===== src/rtl/serial_add_controller.sv =====
// Sequential WIDTH-bit adder/subtractor built around one shared 2-bit full-adder slice.
// The slice consumes two operand bits per clock, LSB first, and a registered carry links the steps.
module two_bit_full_adder (
  input  logic [1:0] i_a,
  input  logic [1:0] i_b,
  input  logic       i_cin,
  output logic [1:0] o_sum,
  output logic       o_cout
);
  assign {o_cout, o_sum} = {1'b0, i_a} + {1'b0, i_b} + {2'b00, i_cin};
endmodule

module serial_add_controller #(
  parameter int WIDTH = 8
) (
  input  logic             clk,
  input  logic             rst_n,
  input  logic             start,
  input  logic             op_sub,
  input  logic [WIDTH-1:0] a,
  input  logic [WIDTH-1:0] b,
  output logic             ready,
  output logic             busy,
  output logic             done,
  output logic [WIDTH-1:0] result,
  output logic             carry_out,
  output logic             overflow,
  output logic [1:0]       o_dbg_state
);
  localparam int N  = WIDTH / 2;
  localparam int CW = (N > 1) ? $clog2(N) : 1;
  localparam logic [CW-1:0] LAST = CW'(N - 1);

  typedef enum logic [1:0] {
    S_IDLE = 2'd0,
    S_RUN  = 2'd1,
    S_DONE = 2'd2
  } state_t;

  state_t           r_state;
  state_t           w_next_state;
  logic [WIDTH-1:0] r_op_a;
  logic [WIDTH-1:0] r_op_b;
  logic [WIDTH-1:0] r_acc;
  logic [CW-1:0]    r_count;
  logic             r_carry;
  logic             r_a_msb;
  logic             r_b_msb;
  logic [1:0]       w_sum;
  logic             w_cout;
  logic             w_last;
  logic [WIDTH-1:0] w_acc_next;

  two_bit_full_adder u_slice (
    .i_a    (r_op_a[1:0]),
    .i_b    (r_op_b[1:0]),
    .i_cin  (r_carry),
    .o_sum  (w_sum),
    .o_cout (w_cout)
  );

  // Each slice sum enters at the top, so after N steps the LSB pair sits at the bottom.
  if (WIDTH == 2) begin : g_acc_w2
    assign w_acc_next = w_sum;
  end else begin : g_acc_wn
    assign w_acc_next = {w_sum, r_acc[WIDTH-1:2]};
  end

  assign w_last = (r_count == LAST);

  always_ff @(posedge clk or negedge rst_n) begin
    if (!rst_n) begin
      r_state <= S_IDLE;
    end else begin
      r_state <= w_next_state;
    end
  end

  always_comb begin
    w_next_state = r_state;
    case (r_state)
      S_IDLE:  if (start) w_next_state = S_RUN;
      S_RUN:   if (w_last) w_next_state = S_DONE;
      S_DONE:  w_next_state = S_IDLE;
      default: w_next_state = S_IDLE;
    endcase
  end

  always_comb begin
    ready       = (r_state == S_IDLE);
    busy        = (r_state == S_RUN);
    done        = (r_state == S_DONE);
    o_dbg_state = r_state;
  end

  // Subtraction is A + ~B + 1: B is inverted at accept and the +1 rides in as the first carry.
  always_ff @(posedge clk or negedge rst_n) begin
    if (!rst_n) begin
      r_op_a    <= '0;
      r_op_b    <= '0;
      r_acc     <= '0;
      r_count   <= '0;
      r_carry   <= 1'b0;
      r_a_msb   <= 1'b0;
      r_b_msb   <= 1'b0;
      result    <= '0;
      carry_out <= 1'b0;
      overflow  <= 1'b0;
    end else begin
      case (r_state)
        S_IDLE: begin
          if (start) begin
            r_op_a  <= a;
            r_op_b  <= op_sub ? ~b : b;
            r_acc   <= '0;
            r_carry <= op_sub;
            r_count <= '0;
            r_a_msb <= a[WIDTH-1];
            r_b_msb <= op_sub ? ~b[WIDTH-1] : b[WIDTH-1];
          end
        end
        S_RUN: begin
          r_acc   <= w_acc_next;
          r_op_a  <= r_op_a >> 2;
          r_op_b  <= r_op_b >> 2;
          r_carry <= w_cout;
          r_count <= r_count + CW'(1);
          if (w_last) begin
            result    <= w_acc_next;
            carry_out <= w_cout;
            overflow  <= (r_a_msb == r_b_msb) && (w_sum[1] != r_a_msb);
          end
        end
        default: begin
        end
      endcase
    end
  end
endmodule


===== config.mk =====
export PLATFORM = sky130hd
export DESIGN_NAME = serial_add_controller
export DESIGN_NICKNAME = d
export VERILOG_FILES = /design/src/rtl/serial_add_controller.sv
export SDC_FILE = /design/constraint.sdc
export NUM_CORES = 1
export LEC_CHECK = 0
export CORE_MARGIN = 2
export CORE_UTILIZATION = 47
export CTS_BUF_LIST = sky130_fd_sc_hd__clkbuf_8
export DETAILED_ROUTE_END_ITERATION = 12
export PLACE_DENSITY = 0.71
export SLEW_MARGIN = 20
export SYNTH_ARGS = -nofsm -noshare
export SYNTH_HDL_FRONTEND = slang
export SYNTH_SLANG_ARGS = --single-unit

===== constraint.sdc =====
create_clock -name clk -period 2.2 [get_ports clk]
set_clock_uncertainty 0.15 [all_clocks]
set_input_delay 0.55 -clock clk [delete_from_list [all_inputs] [get_ports clk]]
set_output_delay 0.55 -clock clk [all_outputs]
set_load 0.01 [all_outputs]

==> impl_results.md <==
- Max-Cap Viols: 0
- Post-Syn Instances: 166
- Slew margin rel.: 0.600
- Synthesized area: 1770 um2
- Post-DP Area: 2200 um2
- DRT Pass-1 Iters: 5
- Die height: 65.4 um
- Vias in the first global route: 1385
- Status: completed
- Post-detail-place hpwl: 2840 um
- GRT overflow: 0
- Startpoint Class: register
- Largest net degree at the start of global routing: 21
- DR WL/cell: 15.0 um
- Crit path time final: 2.10 ns
- Core area: 3630 um2
- Port Buf Inserts: 34
- PwrDens: 1380 nW/um2
- Max Slew Vio Count: 0
- Initial Util: 0.488
- Crit Path Category: reg -> out
- Maximum root-to-sink buffer count: 2
- Cell variety after synth: 29
- Final setup fails: 0
- FF-to-FF Start: r_op_a[0]$_DFFE_PN0P_
- Diode count: 0
- Mean post-synth cell area: 10.7 um2
- Register area share after synthesis: 0.550
- Commonest cells post-synth: 39 x dfrtp_1, 26 x nand2_1, 11 x o21ai_0
- Post-CTS setup buffer count: 0
- CP arrival: 1.40 ns
- Clock Latency Late Sink: 0.30 ns
- Clk sinks: 39
- Nets: 230
- Post-synth EDFFs: 0
- Setup crit end kind: output pin
- Initial antenna violation count: 0
- Leakage: 0.00108 uW
- Vias post-DR: 1364
- FF-to-FF path depth: 7
- Tightest Pin Transition: 0.598 ns
- Inserted Clock Buffers: 5
- Largest area contributor in the synthesized netlist: dfrtp_1
- Die width: 65.4 um
- Area share of the largest cell type after synthesis: 0.550
- GRT Overall Usage: 0.207
- Routed wire length: 3830 um
- Worst EP required: 1.50 ns
- Share of cells above drive strength 1: 0.130
- Synth top area cells: dfrtp_1 55%, nand2_1 5.5%, xnor2_1 3.5%
- Vias per cell: 5.33
- Synthesized Nets: 189
- Area growth from synthesis to layout: 32.0%
- Io pins: 35
- Global-route wire length before repair: 6620 um
- Unrepaired setup endpoints after global routing: no
- Die footprint: 4280 um2
- Fin crit share: 0.956
- H-tree depth: 2
- DRC: 0
- Top-count cell post-synth: dfrtp_1
- Reg2reg setup slack: 0.12 ns
- Hold WC Path Type: in -> async
- Post-synthesis async set-or-reset flop share: 1.00
- Fill cells: 306
- Number of synthesis warnings: 0
- FP Rows: 22
- VDD IR max: 0.751 mV
- Dominant synthesized flop cell: dfrtp_1
- Yosys reg bits: 39
- Final Cell Area: 2340 um2
- Root buffer cell: clkbuf_8
- Routability cong.: 0.758
- Initial drt markers: 88
- Hold buffers post-CTS: 0
- Clk slew on worst S/H paths: 0.08 ns
- CP max FO: 5
- Reg-to-Reg End: overflow$_DFFE_PN0P_
- CTS tree: done
- Setup Total Neg Slack: 0 ns
- Fmax: 0.475 GHz
- Final hold violation count: 0
- Final ANT Viol Nets: 0
-- metal layers --
metal / track usage / vias to the layer above / share of wire
met5: 0 / - / 0
met4: 0.0964 / 0 / 0.017
met3: 0.0411 / 7 / 0.046
met2: 0.344 / 40 / 0.51
met1: 0.260 / 669 / 0.43
li1: - / 648 / -
-- worst max-delay path by stage --
stage                               start                    end  slack, ns  cells past startpoint
3_3_place_gp                        start   r_acc[6]$_DFFE_PN0P_       0.15                      5
5_1_grt             r_op_a[0]$_DFFE_PN0P_   overflow$_DFFE_PN0P_      0.002                      7
2_1_floorplan       r_op_a[0]$_DFFE_PN0P_   overflow$_DFFE_PN0P_       0.32                      7
6_report       o_dbg_state[0]$_DFFE_PN0P_                   done        0.1                      2
4_1_cts        o_dbg_state[1]$_DFFE_PN0P_                   done       0.06                      2
3_5_place_dp                        start  r_op_b[1]$_DFFE_PN0P_       0.10                      5
-- kinds of logic (layout without fill, tap and decap cells) --
logic type,count (synthesis),after routing,share of synthesized area
mux,8,8,0.0508
buf+inv,17,59,0.0459
simple gates,56,56,0.149
flops,39,39,0.550
xor+xnor,8,8,0.0395
compound gates,35,35,0.135
fa+ha+maj,3,3,0.0296
-- power by group --
group / switching, uW / internal (uW) / total [uW]
sequential: 211 / 1020 / 1230
clock: 261 / 452 / 713
combinational: 649 / 637 / 1290
-- stage by stage --
| stage | hold slack, ns | instances | worst slack, ns | power (uW) | util |
|---|---|---|---|---|---|
| 3_5_place_dp | 0.328 | 248 | 0.102 | 2540 | 0.607 |
| 3_3_place_gp | 0.312 | 248 | 0.145 | 2470 | 0.607 |
| 5_1_grt | 0.0727 | 256 | 0.00173 | 3460 | 0.644 |
| 2_1_floorplan | 0.104 | 166 | 0.316 | 1980 | - |
| 4_1_cts | 0.0692 | 256 | 0.0624 | 3240 | 0.644 |
| 6_report | 0.0589 | 256 | 0.0967 | 3230 | 0.644 |
-- registers in the layout, summed over array words and instances, names as in the netlist --
signal,flops
o_dbg_state,2
r_op_a,8
r_carry,1
overflow,1
r_acc,6
result,8
r_a_msb,1
r_op_b,8
carry_out,1
r_b_msb,1
r_count,2
-- layout make-up --
type / instances / area [um2] / area share
sequential: 39 / 977 / 0.417
tap: 48 / 60.1 / 0.0257
clock buffer: 5 / 68.8 / 0.0294
timing repair buffer: 45 / 429 / 0.183
inverter: 6 / 22.5 / 0.00962
multi-input combinational: 110 / 716 / 0.306
clock inverter: 3 / 67.6 / 0.0289
-- critical path: stages, from the launching register on --
cell and delay [ns]:
dfrtp_1 0.45, nor2b_1 0.13, clkdlybuf4s50_1 0.54
-- repair_timing --
| action | 4_1_cts | 5_1_grt |
|---|---|---|
| cloned | 0 | 0 |
| gates resized for setup | 1 | 1 |
| pin swaps | 0 | 0 |
| endpoints found under the setup margin | 1 | 1 |
-- cells in the final DEF, fill, tap and decap left out, types with 2 or more instances in the layout --
master / netlist / routed
a21oi_1: 6 / 6
o21ai_0: 11 / 11
nand3_1: 9 / 9
clkdlybuf4s50_1: 0 / 32
mux2_2: 3 / 3
dfrtp_1: 39 / 38
nand2_1: 26 / 26
nor2_1: 9 / 9
a22oi_1: 7 / 7
buf_4: 0 / 10
mux2_1: 5 / 5
nor2b_1: 7 / 7
inv_1: 5 / 5
fa_1: 2 / 2
clkbuf_8: 0 / 5
bufinv_16: 0 / 2
a221o_1: 6 / 6
xnor2_1: 7 / 7
a2bb2oi_1: 2 / 2
(Power assumes the default switching activity.)
